<file path="src/rtl/camera_ctrl_if.sv">
// -----------------------------------------------------------------------------
// camera_ctrl_if
//
// Purpose:
//    Bundles the signals between the user-input side and the frame-sequencing
//    controller. The user side owns the frame request and the exposure value.
//    The controller owns the pixel-array strobes, the ADC strobe and busy.
//
// Signals:
//    init      frame request (user -> controller)
//    exp_time  exposure length in clk cycles, EXP_W bits (user -> controller)
//    cont      continuous-mode request; exists only when the macro
//              CAMERA_CTRL_CONTINUOUS_EN is defined (user -> controller)
//    erase     pixel erase, high while idle
//    expose    exposure window
//    nre_1     read enable for row pair 1, active-low
//    nre_2     read enable for row pair 2, active-low
//    adc       ADC conversion strobe
//    busy      high while a frame is in progress
//
// Modports:
//    master  user-input side (drives init/exp_time/cont)
//    slave   camera_ctrl side (drives the array/ADC strobes and busy)
// -----------------------------------------------------------------------------
interface camera_ctrl_if #(
    parameter int EXP_W = 5
);
    logic             init;
    logic [EXP_W-1:0] exp_time;
`ifdef CAMERA_CTRL_CONTINUOUS_EN
    logic             cont;
`endif
    logic             erase;
    logic             expose;
    logic             nre_1;
    logic             nre_2;
    logic             adc;
    logic             busy;

    modport master (
`ifdef CAMERA_CTRL_CONTINUOUS_EN
        output cont,
`endif
        output init,
        output exp_time,
        input  erase,
        input  expose,
        input  nre_1,
        input  nre_2,
        input  adc,
        input  busy
    );

    modport slave (
`ifdef CAMERA_CTRL_CONTINUOUS_EN
        input  cont,
`endif
        input  init,
        input  exp_time,
        output erase,
        output expose,
        output nre_1,
        output nre_2,
        output adc,
        output busy
    );
endinterface

</file>
<file path="src/rtl/camera_ctrl.sv">
// -----------------------------------------------------------------------------
// camera_ctrl
//
// Purpose:
//    Frame-sequencing controller for the pixel array. A frame request taken in
//    IDLE runs one capture frame: exposure of N cycles, then two readout
//    phases (row pair 1, then row pair 2) of READ_LEN cycles each, with the
//    ADC strobe high on the inner cycles of each readout phase. N is the
//    exposure value sampled at the start edge, replaced by EXP_DEF when it
//    lies outside EXP_MIN..EXP_MAX.
//
// Ports:
//    clk    clock
//    reset  synchronous, active-high reset
//    bus    camera_ctrl_if slave modport (init, exp_time, [cont] in;
//           erase, expose, nre_1, nre_2, adc, busy out)
//
// Configuration:
//    CAMERA_CTRL_CONTINUOUS_EN  when defined, cont=1 in IDLE starts a frame
//                               just like init, so holding cont high gives
//                               back-to-back frames with one erase cycle
//                               between them.
//
// All outputs are registered and change together with the state register,
// so they are a pure function of the current state and phase.
// -----------------------------------------------------------------------------
module camera_ctrl #(
    parameter int EXP_W    = 5,
    parameter int EXP_MIN  = 2,
    parameter int EXP_MAX  = 30,
    parameter int EXP_DEF  = 15,
    parameter int READ_LEN = 3
) (
    input logic          clk,
    input logic          reset,
    camera_ctrl_if.slave bus
);

    typedef enum logic [1:0] {
        IDLE,
        EXPOSE,
        READ1,
        READ2
    } state_t;

    localparam logic [EXP_W-1:0] MIN_V     = EXP_W'(EXP_MIN);
    localparam logic [EXP_W-1:0] MAX_V     = EXP_W'(EXP_MAX);
    localparam logic [EXP_W-1:0] DEF_V     = EXP_W'(EXP_DEF);
    localparam logic [EXP_W-1:0] READ_LAST = EXP_W'(READ_LEN - 1);
    localparam logic [EXP_W-1:0] ADC_LAST  = EXP_W'(READ_LEN - 2);

    state_t           state;
    logic [EXP_W-1:0] count;
    logic             erase_q;
    logic             expose_q;
    logic             nre_1_q;
    logic             nre_2_q;
    logic             adc_q;
    logic             busy_q;

    logic             start;
    logic [EXP_W-1:0] n_sel;
    logic [EXP_W-1:0] phase_next;
    logic             adc_next;

    // Start condition, exposure clamp and readout phase decode.
    // The count register doubles as the exposure down-counter and as the
    // readout phase counter; phase_next is the phase the next edge enters,
    // so adc can be registered in step with it and rise one cycle after the
    // read enable falls and drop one cycle before it rises.
    always_comb begin
        start = bus.init;
`ifdef CAMERA_CTRL_CONTINUOUS_EN
        start = bus.init | bus.cont;
`endif
        n_sel = bus.exp_time;
        if ((bus.exp_time < MIN_V) || (bus.exp_time > MAX_V)) begin
            n_sel = DEF_V;
        end
        phase_next = count + 1'b1;
        adc_next   = (phase_next != '0) && (phase_next <= ADC_LAST);
    end

    // Frame sequencer with registered Moore outputs.
    // The exposure counter is loaded with N-1 at the start edge so that the
    // exposure window lasts exactly N cycles. Each readout phase counts
    // 0..READ_LEN-1 and hands over on the last phase cycle. A reset at any
    // point abandons the frame and restores the idle outputs.
    always_ff @(posedge clk) begin
        if (reset) begin
            state    <= IDLE;
            count    <= '0;
            erase_q  <= 1'b1;
            expose_q <= 1'b0;
            nre_1_q  <= 1'b1;
            nre_2_q  <= 1'b1;
            adc_q    <= 1'b0;
            busy_q   <= 1'b0;
        end else begin
            case (state)
                IDLE: begin
                    if (start) begin
                        state    <= EXPOSE;
                        count    <= n_sel - 1'b1;
                        erase_q  <= 1'b0;
                        expose_q <= 1'b1;
                        busy_q   <= 1'b1;
                    end
                end
                EXPOSE: begin
                    if (count == '0) begin
                        state    <= READ1;
                        expose_q <= 1'b0;
                        nre_1_q  <= 1'b0;
                        adc_q    <= 1'b0;
                    end else begin
                        count <= count - 1'b1;
                    end
                end
                READ1: begin
                    if (count == READ_LAST) begin
                        state   <= READ2;
                        count   <= '0;
                        nre_1_q <= 1'b1;
                        nre_2_q <= 1'b0;
                        adc_q   <= 1'b0;
                    end else begin
                        count <= phase_next;
                        adc_q <= adc_next;
                    end
                end
                READ2: begin
                    if (count == READ_LAST) begin
                        state   <= IDLE;
                        count   <= '0;
                        nre_2_q <= 1'b1;
                        adc_q   <= 1'b0;
                        erase_q <= 1'b1;
                        busy_q  <= 1'b0;
                    end else begin
                        count <= phase_next;
                        adc_q <= adc_next;
                    end
                end
                default: begin
                    state <= IDLE;
                end
            endcase
        end
    end

    assign bus.erase  = erase_q;
    assign bus.expose = expose_q;
    assign bus.nre_1  = nre_1_q;
    assign bus.nre_2  = nre_2_q;
    assign bus.adc    = adc_q;
    assign bus.busy   = busy_q;

endmodule

</file>
<file path="src/flat_wrapper.sv">
// flat-port wrapper written by rule: the top's interface ports become plain ports
module camera_ctrl_flat 
#(
    parameter int EXP_W    = 5,
    parameter int EXP_MIN  = 2,
    parameter int EXP_MAX  = 30,
    parameter int EXP_DEF  = 15,
    parameter int READ_LEN = 3
)
  (clk, reset, bus_init, bus_exp_time, bus_erase, bus_expose, bus_nre_1, bus_nre_2, bus_adc, bus_busy);
  camera_ctrl_if #(.EXP_W(EXP_W)) bus_i ();
  input logic clk;
  input logic reset;
  input wire logic [$bits(bus_i.init)-1:0] bus_init;
  input wire logic [$bits(bus_i.exp_time)-1:0] bus_exp_time;
  output wire logic [$bits(bus_i.erase)-1:0] bus_erase;
  output wire logic [$bits(bus_i.expose)-1:0] bus_expose;
  output wire logic [$bits(bus_i.nre_1)-1:0] bus_nre_1;
  output wire logic [$bits(bus_i.nre_2)-1:0] bus_nre_2;
  output wire logic [$bits(bus_i.adc)-1:0] bus_adc;
  output wire logic [$bits(bus_i.busy)-1:0] bus_busy;
  assign bus_i.init = bus_init;
  assign bus_i.exp_time = bus_exp_time;
  assign bus_erase = bus_i.erase;
  assign bus_expose = bus_i.expose;
  assign bus_nre_1 = bus_i.nre_1;
  assign bus_nre_2 = bus_i.nre_2;
  assign bus_adc = bus_i.adc;
  assign bus_busy = bus_i.busy;
  camera_ctrl #(.EXP_W(EXP_W), .EXP_MIN(EXP_MIN), .EXP_MAX(EXP_MAX), .EXP_DEF(EXP_DEF), .READ_LEN(READ_LEN)) u_core (.clk(clk), .reset(reset), .bus(bus_i));
endmodule
</file>
<file path="config.mk">
export PLATFORM = sky130hd
export DESIGN_NAME = camera_ctrl_flat
export DESIGN_NICKNAME = d
export VERILOG_FILES = /design/src/rtl/camera_ctrl_if.sv /design/src/rtl/camera_ctrl.sv /design/src/flat_wrapper.sv
export SDC_FILE = /design/constraint.sdc
export NUM_CORES = 1
export LEC_CHECK = 0
export CELL_PAD_IN_SITES_DETAIL_PLACEMENT = 0
export CELL_PAD_IN_SITES_GLOBAL_PLACEMENT = 2
export CORE_ASPECT_RATIO = 0.9
export CORE_MARGIN = 10
export CORE_UTILIZATION = 34
export CTS_CLUSTER_DIAMETER = 50
export CTS_CLUSTER_SIZE = 25
export DETAILED_ROUTE_END_ITERATION = 7
export PLACE_DENSITY_LB_ADDON = 0.2
export SYNTH_ARGS = -nofsm -noshare
export SYNTH_HDL_FRONTEND = slang
export SYNTH_SLANG_ARGS = --single-unit
</file>
<file path="constraint.sdc">
create_clock -name clk -period 5.1 [get_ports clk]
set_input_delay 0.765 -clock clk [delete_from_list [all_inputs] [get_ports clk]]
set_output_delay 0.765 -clock clk [all_outputs]
set_load 0.005 [all_outputs]
</file>
Yosys cells after proc, flatten, opt, wreduce, memory -nomap -nowiden

Cells that the tools add are included.

Add/subtract/negate cells: 3
Muxes and demuxes: 22
Order comparisons: 3
Eq/ne operators: 9
Reductions and logical operators: 18

Operators with widths:

| kind                  | count |
|---|---|
| $mux W5               | 4 |
| $pmux W5 S3           | 1 |
| $pmux W1 S2           | 6 |
| $reduce_and A3 Y1     | 4 |
| $reduce_bool A2 Y1    | 5 |
| $sub A5 B1 Y5 const B | 2 |
| $mux W2               | 4 |
| $pmux W2 S4           | 1 |
| $mux W1               | 6 |
| $ne A2 B1 Y1 const B  | 3 |
| $add A5 B1 Y5 const B | 1 |
| $eq A5 B2 Y1 const B  | 1 |
| $gt A5 B5 Y1 const B  | 1 |
| $le A5 B1 Y1 const B  | 1 |
| $logic_not A5 Y1      | 1 |
| $lt A5 B2 Y1 const B  | 1 |
| $reduce_bool A5 Y1    | 1 |
| $eq A2 B2 Y1 const B  | 2 |
| $ne A2 B2 Y1 const B  | 2 |
| $reduce_and A2 Y1     | 2 |
| $reduce_and A4 Y1     | 1 |
| $eq A2 B1 Y1 const B  | 1 |
| $logic_not A2 Y1      | 1 |
| $reduce_or A2 Y1      | 1 |
| 2 further kinds       | 2 |

Register bits: 13
Logic and storage cells: 63
Input bits: 8
Output and inout port bits: 6

Depth between registers and ports, before layout

Gate-level depths: netlist of the first run.

Depth after elaboration: 6
Depth in mapped cells: 11
Gate-level depth less buffers: 10

Least setup slack after synthesis of the first run

Ideal clock, no wire load.

Kind: input-to-reg
Start: in bus_exp_time[4]
End: reg u_core.count[4]
Stages on the path: 8
Buffers on the path: 0
Slack: 2.939 ns
Required time: 4.969 ns
Data arrival time: 2.030 ns
Cells stage by stage: or2_1 -> nor3_1 -> o31ai_1 -> ha_1 -> o311ai_0 -> or3_1 -> nand3_1 -> a21oi_1

Cells in the longest elaborated chain, start to end: 6
Elaborated cells on any way between the ends: 7
Those cells by class: add/sub (1); order compare (2); mux (3); reduce/logical (1)

RTL lines:

| what                                                | RTL line           | source |
|---|---|---|
| start, declared                                     | flat_wrapper.sv:15 | `input wire logic [$bits(bus_i.exp_time)-1:0] bus_exp_time;` |
| $lt A5 B2 Y1 / $gt A5 B5 Y1 (equally long branches) | camera_ctrl.sv:77  | `if ((bus.exp_time < MIN_V) \|\| (bus.exp_time > MAX_V)) begin` |
| $logic_or A1 B1 Y1                                  | camera_ctrl.sv:77  |  |
| $mux W5 *                                           | camera_ctrl.sv:77  |  |
| $sub A5 B1 Y5 *                                     | camera_ctrl.sv:104 | `count <= n_sel - 1'b1;` |
| $mux W5 *                                           | camera_ctrl.sv:102 | `if (start) begin` |
| $pmux W5 S3 *                                       | camera_ctrl.sv:100 | `case (state)` |
| end signal, assigned                                | camera_ctrl.sv:104 |  |
| end signal, assigned                                | camera_ctrl.sv:117 | `count <= count - 1'b1;` |
| end signal, assigned                                | camera_ctrl.sv:128 | `count <= phase_next;` |
| end, declared                                       | camera_ctrl.sv:53  | `logic [EXP_W-1:0] count;` |

Mark *: on every way between the ends. The rest lies on a longest branch, timed or not. The select of a mux whose other input is x is not followed.
A chain may end at the register's enable or synchronous reset.

Final worst setup path of the first run

Start: in bus_exp_time[3]
End: reg u_core.count[4]

The elaborated chain is that of the path after synthesis.

==> metrics.md, run 1 <==
| Metric | Value |
|---|---|
| Detailed placement HPWL | 1.79 mm |
| Gate count after technology mapping | 123 |
| Period utilization | 50.8% |
| Pwr dens | 558 nW/um^2 |
| Worst Tran Pin Value | 0.658 ns |
| CP max stage cell | clkdlybuf4s50_1 |
| Power Total | 0.000677 W |
| Startpoint Class | primary input |
| Diodes inserted | 0 |
| Number of cell rows | 18 |
| Remaining DRCs | 0 |
| Fin Clk Skew | 0.00761 ns |
| Sequential area share after synthesis | 25.3% |
| Clk sinks | 13 |
| Die width | 77.9 um |
| Rel. slew slack | 56.1% |
| # IOs | 14 |
| Pre-antenna DRT Iters | 4 |
| Crit path max-delay family | simple AND/OR/NAND/NOR gates |
| Critical path type | in -> reg |
| Die area | 5620 sq um |
| IO buf count | 13 |
| Root Buffer | clkbuf_4 |
| Slew Viols, Final | 0 |
| Setup bufs post-CTS | 0 |
| Via Count | 902 |
| EDFF count, synth | 0 |
| Setup violators final | 0 |
| WP data required | 5.25 ns |
| Max Root-Sink Buffers | 2 |
| Synth warnings | 0 |
| Top FF cell, synth | dfxtp_1 |
| Max Cap Violations | 0 |
| RSZ-0062 raised after global routing | no |
| GRT Total Usage | 8.83% |
| Net count reported at finish | 154 |
| Synth top cells by count | 13 x dfxtp_1, 12 x a21oi_1, 11 x nor2_1 |
| Synth Net Count | 140 |
| Max stage delay on crit path | 0.50 ns |
| Worst vdd ir | 0.000220 V |
| Vias per cell | 5.13 |
| Post-CTS Resized | 0 |
| FF+latch count, synth | 13 |
| Gpl congestion | 0.729 |
| Layout area overhead | 18.1% |
| Worst Setup End Kind | flip-flop |
| Leak pwr | 0.459 nW |
| Initial antenna violation count | 0 |
| Core ar. | 2820 sq um |
| FFs w/ async S/R, synth | 0% |
| Global route overflow | 0 |
| Fillers | 293 |
| Number of DRC markers in iteration 0 | 35 |
| Pin count of the biggest net entering global routing | 20 |
| Area fraction of the dominant cell type after synthesis | 25.3% |
| CTS clock-pin slew for the worst setup and hold paths | 0.09 ns |
| WP data arrival | 2.74 ns |
| Status | complete, no violations |
| Worst-path maximum fanout | 5 |
| CTS tree | yes |
| CTS buffer count | 3 |
| Drt wl/cell | 13.4 um |
| Area leader, netlist | dfxtp_1 |
| Endpoints failing hold | 0 |
| Unique masters post-synth | 43 |
| Vias in the first global route | 876 |
| Hold_buf cts | 0 |
| Initial Util | 36.5% |
| CP Buf/Inv Count | 1 |
| CP Cell Sequence | clkdlybuf4s50_1, or2_1, nor3_1, o31ai_1, ha_1, o311ai_0, or3_1, nand3_1, a21oi_1 |
| Cell Area, Synth | 1030 sq um |
| Post-DRT Antenna Nets | 0 |
| Area of the multi-input gates | 723 sq um |
| Average size of a mapped cell | 8.35 sq um |
| Register area | 260 sq um |
| Ranking of synthesized cells by area | dfxtp_1 25%, ha_1 11%, a21oi_1 5.8% |
| Top-count cell post-synth | dfxtp_1 |
| Setup tns final | 0 ns |
| Post-Route WL | 2.37 mm |
| Global-route wire length before repair | 4.20 mm |
| Chip height | 72.1 um |
| Clock Latency Late Sink | 0.28 ns |
| Post-route minimum period | 2.59 ns |
| H-tree level count | 1 |
| Share of cells above drive strength 1 | 10.3% |
| Achievable frequency | 386 MHz |
| Hold Crit Class | reg -> reg |
==> where the power goes <==
group          leakage [nW]   total, W  switching (W)  internal, W
clock network        0.0177  0.0000656      0.0000365    0.0000291
registers             0.108   0.000189      0.0000526     0.000136
logic                 0.334   0.000423       0.000230     0.000193
==> placed cells by master (no fill, tap or decap), types with 2 or more instances in the layout <==
cell,instances
o21bai_1,2
o31ai_1,3
o21ai_0,3
nand3_1,4
nand4_1,2
inv_1,6
clkdlybuf4s50_1,13
nor4_1,3
clkbuf_4,3
mux2i_1,2
nor4b_4,2
o21a_1,2
nor2_1,11
o21ai_1,2
a21oi_1,12
xor2_1,4
nand2_1,6
dfxtp_1,13
nor3_1,5
ha_1,9
nor2b_1,4
nand2b_1,4
==> metal layers <==
| layer | share of wire [%] | wire length, um | global-route usage [%] | up-vias |
|---|---|---|---|---|
| met5 | 0 | 0 | 0 | - |
| met4 | 0.38 | 9 | 0.596 | 0 |
| met3 | 6.2 | 147 | 3.57 | 2 |
| met2 | 43 | 1020 | 13.3 | 16 |
| met1 | 50 | 1190 | 12.0 | 406 |
| li1 | - | - | - | 478 |
==> metrics by stage <==
stage	cell area [sq um]	hold WS (ns)	instances	setup WS, ns	util, %
after floorplan	1030	0.453	123	2.94	-
after global placement	1190	0.447	172	2.28	42.1
after detailed placement	1190	0.449	172	2.19	42.1
after CTS	1210	0.467	176	2.52	43.1
after global routing	1210	0.488	176	2.41	43.1
final	1210	0.464	176	2.51	43.1
==> area by class of cell <==
| class | instances | share of cell area, % |
|---|---|---|
| clock buffer | 3 | 1.86 |
| clock inverter | 1 | 0.412 |
| inverter | 6 | 1.86 |
| multi-input combinational | 100 | 59.6 |
| sequential | 13 | 21.4 |
| tap | 40 | 4.12 |
| timing repair buffer | 13 | 10.7 |
==> logic make-up (layout without fill, tap and decap cells) <==
| family | after synthesis | after routing | share of synthesized area [%] |
|---|---|---|---|
| AOI/OAI and AO/OA | 35 | 35 | 23.0 |
| xor gates and xnor gates | 5 | 5 | 4.26 |
| adders and majority gates | 9 | 9 | 11.0 |
| buffers and inverters | 10 | 23 | 4.26 |
| DFF | 13 | 13 | 25.3 |
| muxes | 2 | 2 | 1.95 |
| and+or+nand+nor | 49 | 49 | 30.2 |
==> registers in the layout (all words and copies together) (netlist names) <==
signal	flops
u_core.bus.adc	1
u_core.bus.busy	1
u_core.bus.erase	1
u_core.bus.expose	1
u_core.bus.nre_1	1
u_core.bus.nre_2	1
u_core.count	5
u_core.state	2
==> path summary, 6_finish.rpt <==
kind                  endpoint  slack [ns]         startpoint  depth (start not counted)
max            u_core.count[4]        2.51    bus_exp_time[3]                          9
max reg2reg    u_core.count[4]        2.77    u_core.state[1]                          8
min reg2reg  u_core.bus.expose        0.46  u_core.bus.expose                          2
min          u_core.bus.expose        0.46  u_core.bus.expose                          2
==> worst register-to-register path, stage by stage (launching register included) <==
cell	delay, ns
dfxtp_1	0.38
inv_1	0.07
ha_1	0.41
o31ai_1	0.42
ha_1	0.25
o311ai_0	0.16
or3_1	0.38
nand3_1	0.08
a21oi_1	0.06
Power figures use the tool's default switching activity.
==> inputs of run 2 (changes only) <==
CORE_UTILIZATION = 29   (was 34)
clock period = 2.3 ns   (was 5.1 ns; I/O delays follow)
==> metrics.md, run 2 (synthesized netlist as in run 1, its figures left out) <==
| Metric | Value |
|---|---|
| Worst Tran Pin Value | 0.497 ns (-0.161 ns) |
| Rel. slew slack | 66.7% (+11 points) |
| Design Area, Final | 1310 sq um (+8.0%) |
| Critical path type | reg -> reg |
| R2r setup slk | 0.20 ns (-2.57 ns) |
| Status | complete, no violations |
| Pin count of the biggest net entering global routing | 15 (-25%) |
| Die width | 82.7 um (+6.2%) |
| Pwr dens | 1250 nW/um^2 (+120%) |
| Hold Crit Class | reg -> reg |
| Period utilization | 91.3% |
| Share of cells above drive strength 1 | 15.8% (+5.5 points) |
| Hold Crit Depth | 2 (unchanged) |
| CTS clock-pin slew for the worst setup and hold paths | 0.06 ns (-0.03 ns) |
| Max Cap Violations | 0 (unchanged) |
| Core ar. | 3400 sq um (+21%) |
| Number of DRC markers in iteration 0 | 31 (-11%) |
| Detailed placement HPWL | 1.96 mm (+9.6%) |
| Diodes inserted | 0 (unchanged) |
| GRT Total Usage | 8.34% (-0.49 points) |
| Vias in the first global route | 879 (+0.34%) |
| Post-DP Area | 1270 sq um (+6.8%) |
| Initial antenna violation count | 0 (unchanged) |
| # placed instances | 186 (+8.1%) |
| Post-CTS Resized | 0 (unchanged) |
| Endpoints failing hold | 0 (unchanged) |
| Post-Route WL | 2.56 mm (+8.2%) |
| Via Count | 936 (+3.8%) |
| IO buf count | 13 (unchanged) |
| HP Start | u_core.bus.expose |
| Hold_buf cts | 0 (unchanged) |
| Number of cell rows | 20 (+2) |
| Pre-CTS WS | -0.0464 ns (-2.24 ns) |
| Max reg flops | 5 (unchanged) |
| Chip height | 76.5 um (+6.0%) |
| Initial Util | 30.2% (-6.3 points) |
| Setup violators final | 0 (unchanged) |
| CP Cell Sequence | inv_1, ha_1, o31ai_1, ha_1, o311ai_0, or3_1, nand3_1, a21oi_1 |
| Global route overflow | 0 (unchanged) |
| Global-route wire length before repair | 4.23 mm (+0.64%) |
| Most frequent CP cell | ha_1 |
| Register area | 260 sq um (unchanged) |
| Leak pwr | 0.513 nW (+12%) |
| Max Root-Sink Buffers | 2 (unchanged) |
| Area of the multi-input gates | 723 sq um (unchanged) |
| Gpl congestion | 0.788 (+8.1%) |
| Hold endpoint | u_core.bus.expose |
| Drt wl/cell | 13.5 um (+0.27%) |
| R2R depth | 8 (unchanged) |
| Clk sinks | 13 (unchanged) |
| Clock Latency Late Sink | 0.24 ns (-0.04 ns) |
| WP data arrival | 2.23 ns (-0.51 ns) |
| Worst Setup End Kind | flip-flop |
| CTS tree | yes |
| WP data required | 2.43 ns (-2.82 ns) |
| Layout area overhead | 27.6% |
| Post-DRT Antenna Nets | 0 (unchanged) |
| Slew Viols, Final | 0 (unchanged) |
| Vias per cell | 4.93 (-3.9%) |
| CP max stage cell | dfxtp_1 |
| Net count reported at finish | 164 (+6.5%) |
| Post-route minimum period | 2.10 ns |
| CP Buf/Inv Count | 1 (unchanged) |
| Top reg by flops | u_core.count |
| Die area | 6330 sq um (+13%) |
| Launching point of the worst reg2reg path | u_core.state[1] |
| Pre-antenna DRT Iters | 4 (unchanged) |
| Root Buffer | clkbuf_8 |
| RSZ-0062 raised after global routing | no |
| Final worst slack | 0.199 ns (-2.31 ns) |
| CTS buffer count | 3 (unchanged) |
| Fillers | 370 (+26%) |
| Reg2reg end | u_core.count[4] |
| Setup tns final | 0 ns (unchanged) |
| Remaining DRCs | 0 (unchanged) |
| Most frequent cells in the layout | 13 x clkdlybuf4s50_1, 13 x dfxtp_1, 12 x a21oi_1, 11 x nor2_1, 10 x buf_4 |
| # IOs | 14 (unchanged) |
| Biggest regs | u_core.count: 5 flops, u_core.state: 2 flops |
| Max stage delay on crit path | 0.37 ns (-0.13 ns) |
| Startpoint Class | flip-flop |
| Worst-path maximum fanout | 8 (+3) |
| H-tree level count | 1 (unchanged) |
| Achievable frequency | 476 MHz |
| Setup bufs post-CTS | 0 (unchanged) |
| Crit path max-delay family | compound AO/OA/AOI/OAI gates |
| Fin Clk Skew | 0.00189 ns (-0.00572 ns) |
| Final Instance Count excl. Fillers | 190 (+8.0%) |
| Worst vdd ir | 0.000516 V (+130%) |
| Fin util | 38.5% (-4.6 points) |
run 2: cell count changes in the layout (fill, tap and decap cells not counted):
cell      change
clkbuf_8      +3
clkbuf_1      +1
clkinv_2      -1
clkbuf_4      -3
buf_4        +10
run 2: worst min-delay path: cells and delay by family, from the launching register on:
kind / cells / cell delay (ns)
flip-flops: 1 / 0.31
AO/OA/AOI/OAI: 1 / 0.06
AND/OR/NAND/NOR: 1 / 0.05
run 2: layout make-up:
| cell class | count | area share (%) |
|---|---|---|
| repair buffers | 23 | 15.6 |
| multi-input cells | 100 | 55.2 |
| clock buffers | 4 | 3.44 |
| flip-flops and latches | 13 | 19.8 |
| well taps | 44 | 4.20 |
| inverters | 6 | 1.72 |
run 2: report_power, final:
| group | leakage [nW] | internal [W] | total (W) | switching, W |
|---|---|---|---|---|
| sequential | 0.108 | 0.000302 | 0.000405 | 0.000103 |
| clock | 0.0228 | 0.000122 | 0.000210 | 0.0000873 |
| combinational | 0.383 | 0.000471 | 0.00102 | 0.000548 |
run 2: how the worst max path moves through the flow:
stage	startpoint	end	slack, ns	depth (start not counted)
after floorplan	u_core.state[1]	u_core.count[4]	0.16	10
after global placement	bus_exp_time[4]	u_core.count[4]	0.04	9
after detailed placement	bus_exp_time[4]	u_core.count[4]	-0.05	9
after CTS	u_core.state[1]	u_core.count[4]	0.17	8
after global routing	u_core.state[1]	u_core.count[4]	0.01	8
final	u_core.state[1]	u_core.count[4]	0.20	8
run 2: stage by stage:
step	hold WS [ns]	power [W]
6_report	0.463	0.00163
5_1_grt	0.504	0.00179
4_1_cts	0.475	0.00164
3_5_place_dp	0.464	0.00143
3_3_place_gp	0.450	0.00143
2_1_floorplan	0.414	0.00114
run 2: metal layers:
layer,track usage [%],vias to the layer above,routed length (um)
li1,-,494,-
met5,0,-,0
met4,2.51,0,33
met3,3.66,4,121
met1,10.9,426,1310
met2,11.8,12,1100
==> inputs of run 3 (changes only) <==
clock period = 1.93 ns   (was 2.3 ns; I/O delays follow)
==> metrics.md, run 3 (synthesized netlist as in run 1, its figures left out) <==
| Metric | Value |
|---|---|
| Post-DP Area | 1370 sq um (+8.3%) |
| Core ar. | 3400 sq um (unchanged) |
| Number of DRC markers in iteration 0 | 61 (+97%) |
| Detailed placement HPWL | 2.24 mm (+14%) |
| Fin Clk Skew | 0.00342 ns (+0.00153 ns) |
| Critical path type | reg -> reg |
| Top layer in use | met4 |
| Met2 wire length | 1.28 mm (+17%) |
| R2R depth | 8 (unchanged) |
| Post-DRT Antenna Nets | 0 (unchanged) |
| Drt wl/cell | 14.0 um (+4.1%) |
| R2r setup slk | 0.09 ns (-0.11 ns) |
| Max reg flops | 5 (unchanged) |
| Vias per cell | 4.98 (+1.1%) |
| Slew Viols, Final | 0 (unchanged) |
| Hold Crit Depth | 2 (unchanged) |
| Global-route wire length before repair | 4.96 mm (+17%) |
| CTS tree | yes |
| Worst vdd ir | 0.000557 V (+7.8%) |
| Net count reported at finish | 178 (+8.5%) |
| CP max stage cell | dfxtp_2 |
| Clock Latency Late Sink | 0.24 ns (about the same) |
| Top reg by flops | u_core.count |
| Setup violators final | 0 (unchanged) |
| Initial Util | 30.2% (unchanged) |
| Chip height | 76.5 um (unchanged) |
| HP Start | u_core.bus.expose |
| Root Buffer | clkbuf_8 |
| Post-Route M1 WL | 1.42 mm (+8.7%) |
| Die width | 82.7 um (unchanged) |
| Met3 wire len | 154 um (+27%) |
| Rel. slew slack | 68.3% (+1.6 points) |
| Crit path max-delay family | adder cells |
| Hold endpoint | u_core.bus.expose |
| Post-Route WL | 2.86 mm (+12%) |
| Die area | 6330 sq um (unchanged) |
| Worst-path maximum fanout | 12 (+4) |
| Most common cell after layout, fill and taps aside | buf_4 |
| Worst Setup End Kind | flip-flop |
| Design Area, Final | 1470 sq um (+12%) |
| Biggest regs | u_core.count: 5 flops, u_core.state: 2 flops |
| Diodes inserted | 0 (unchanged) |
| Status | complete, no violations |
| Period utilization | 95.5% (+4.2 points) |
| Launching point of the worst reg2reg path | u_core.state[1] |
| Max Cap Violations | 0 (unchanged) |
| Most frequent cells in the layout | 24 x buf_4, 12 x a21oi_1, 12 x dfxtp_1, 11 x nor2_1, 9 x clkdlybuf4s50_1 |
| Pin count of the biggest net entering global routing | 15 (unchanged) |
| Global route overflow | 0 (unchanged) |
| WP data required | 2.06 ns (-0.37 ns) |
| CP Cell Sequence | inv_2, ha_4, o31ai_4, ha_2, o311ai_4, or3_1, nand3_1, a21oi_1 |
| Max stage delay on crit path | 0.36 ns (about the same) |
| Register area | 262 sq um (+0.48%) |
| Startpoint Class | flip-flop |
| Via Count | 1016 (+8.5%) |
| Fillers | 363 (-1.9%) |
| Layout area overhead | 43.2% |
| Vias in the first global route | 1022 (+16%) |
| Endpoints failing hold | 0 (unchanged) |
| Setup tns final | 0 ns (unchanged) |
| Worst Tran Pin Value | 0.475 ns (-0.0218 ns) |
| Number of cell rows | 20 (unchanged) |
| GRT Total Usage | 9.59% (+1.2 points) |
| Hold Slack | 0.465 ns (+0.00136 ns) |
| CTS buffer count | 3 (unchanged) |
| Area of the multi-input gates | 778 sq um (+7.6%) |
| Pre-CTS WS | -0.352 ns (-0.305 ns) |
| # IOs | 14 (unchanged) |
| Share of cells above drive strength 1 | 28.1% (+12 points) |
| Leak pwr | 0.604 nW (+18%) |
| H-tree level count | 1 (unchanged) |
| Max Root-Sink Buffers | 2 (unchanged) |
| Gpl congestion | 0.811 (+2.9%) |
| Power Total | 0.00218 W (+34%) |
| Final worst slack | 0.0867 ns (-0.112 ns) |
| IO buf count | 13 (unchanged) |
| WP data arrival | 1.98 ns (-0.25 ns) |
| CTS clock-pin slew for the worst setup and hold paths | 0.06 ns (about the same) |
| Remaining DRCs | 0 (unchanged) |
| Clk sinks | 13 (unchanged) |
| Reg2reg end | u_core.count[4] |
| Pwr dens | 1480 nW/um^2 (+19%) |
| Hold Crit Class | reg -> reg |
| Pre-antenna DRT Iters | 4 (unchanged) |
| Post-route minimum period | 1.84 ns (-0.258 ns) |
| RSZ-0062 raised after global routing | yes |
| Initial antenna violation count | 0 (unchanged) |
| Achievable frequency | 543 MHz (+14%) |
| CP Buf/Inv Count | 1 (unchanged) |
[run 3: routing by layer]
metal | up-vias | global-route usage, %
li1 | 523 | -
met5 | - | 0
met4 | 0 | 1.00
met1 | 466 | 13.1
met3 | 2 | 3.89
met2 | 25 | 14.0
[run 3: layout make-up]
cell class	count	area share, %
inverter	6	1.53
tap	44	3.74
sequential	13	17.8
timing repair buffer	37	21.0
multi-input combinational	100	52.9
clock buffer	4	3.06
[run 3: timing repair]
action | CTS | global route
buffers inserted | 2 | 3
gates resized for setup | 4 | 3
pin swaps | 4 | 2
endpoints found under the hold margin | 0 | 0
hold buffers | 0 | 0
endpoints found under the setup margin | 2 | 4
[run 3: stage by stage]
stage               util (%)  instances
floorplan                  -        123
global placement        40.3        195
detailed placement      40.3        195
CTS                     42.0        201
global route            43.2        204
finish                  43.2        204
[run 3: worst max-delay path by stage]
| stage | start | endpoint | cells past startpoint |
|---|---|---|---|
| after floorplan | u_core.state[1] | u_core.count[4] | 10 |
| after global placement | bus_exp_time[4] | u_core.count[4] | 10 |
| after detailed placement | bus_exp_time[4] | u_core.count[4] | 10 |
| after CTS | u_core.state[0] | u_core.count[3] | 6 |
| after global routing | u_core.state[0] | u_core.count[4] | 8 |
| final | u_core.state[1] | u_core.count[4] | 8 |
[run 3: worst reg2reg max path, cell delays in order (launching register included)]
cell and delay (ns):
dfxtp_2 0.36, inv_2 0.06, ha_4 0.22, o31ai_4 0.28
ha_2 0.24, o311ai_4 0.09, or3_1 0.36, nand3_1 0.08
a21oi_1 0.06
[run 3: report_power, final]
part           leakage [nW]  internal, W  switching [W]
combinational         0.474     0.000721       0.000725
clock                0.0228     0.000146      0.0000998
sequential            0.108     0.000363       0.000130
total                 0.604      0.00123       0.000955
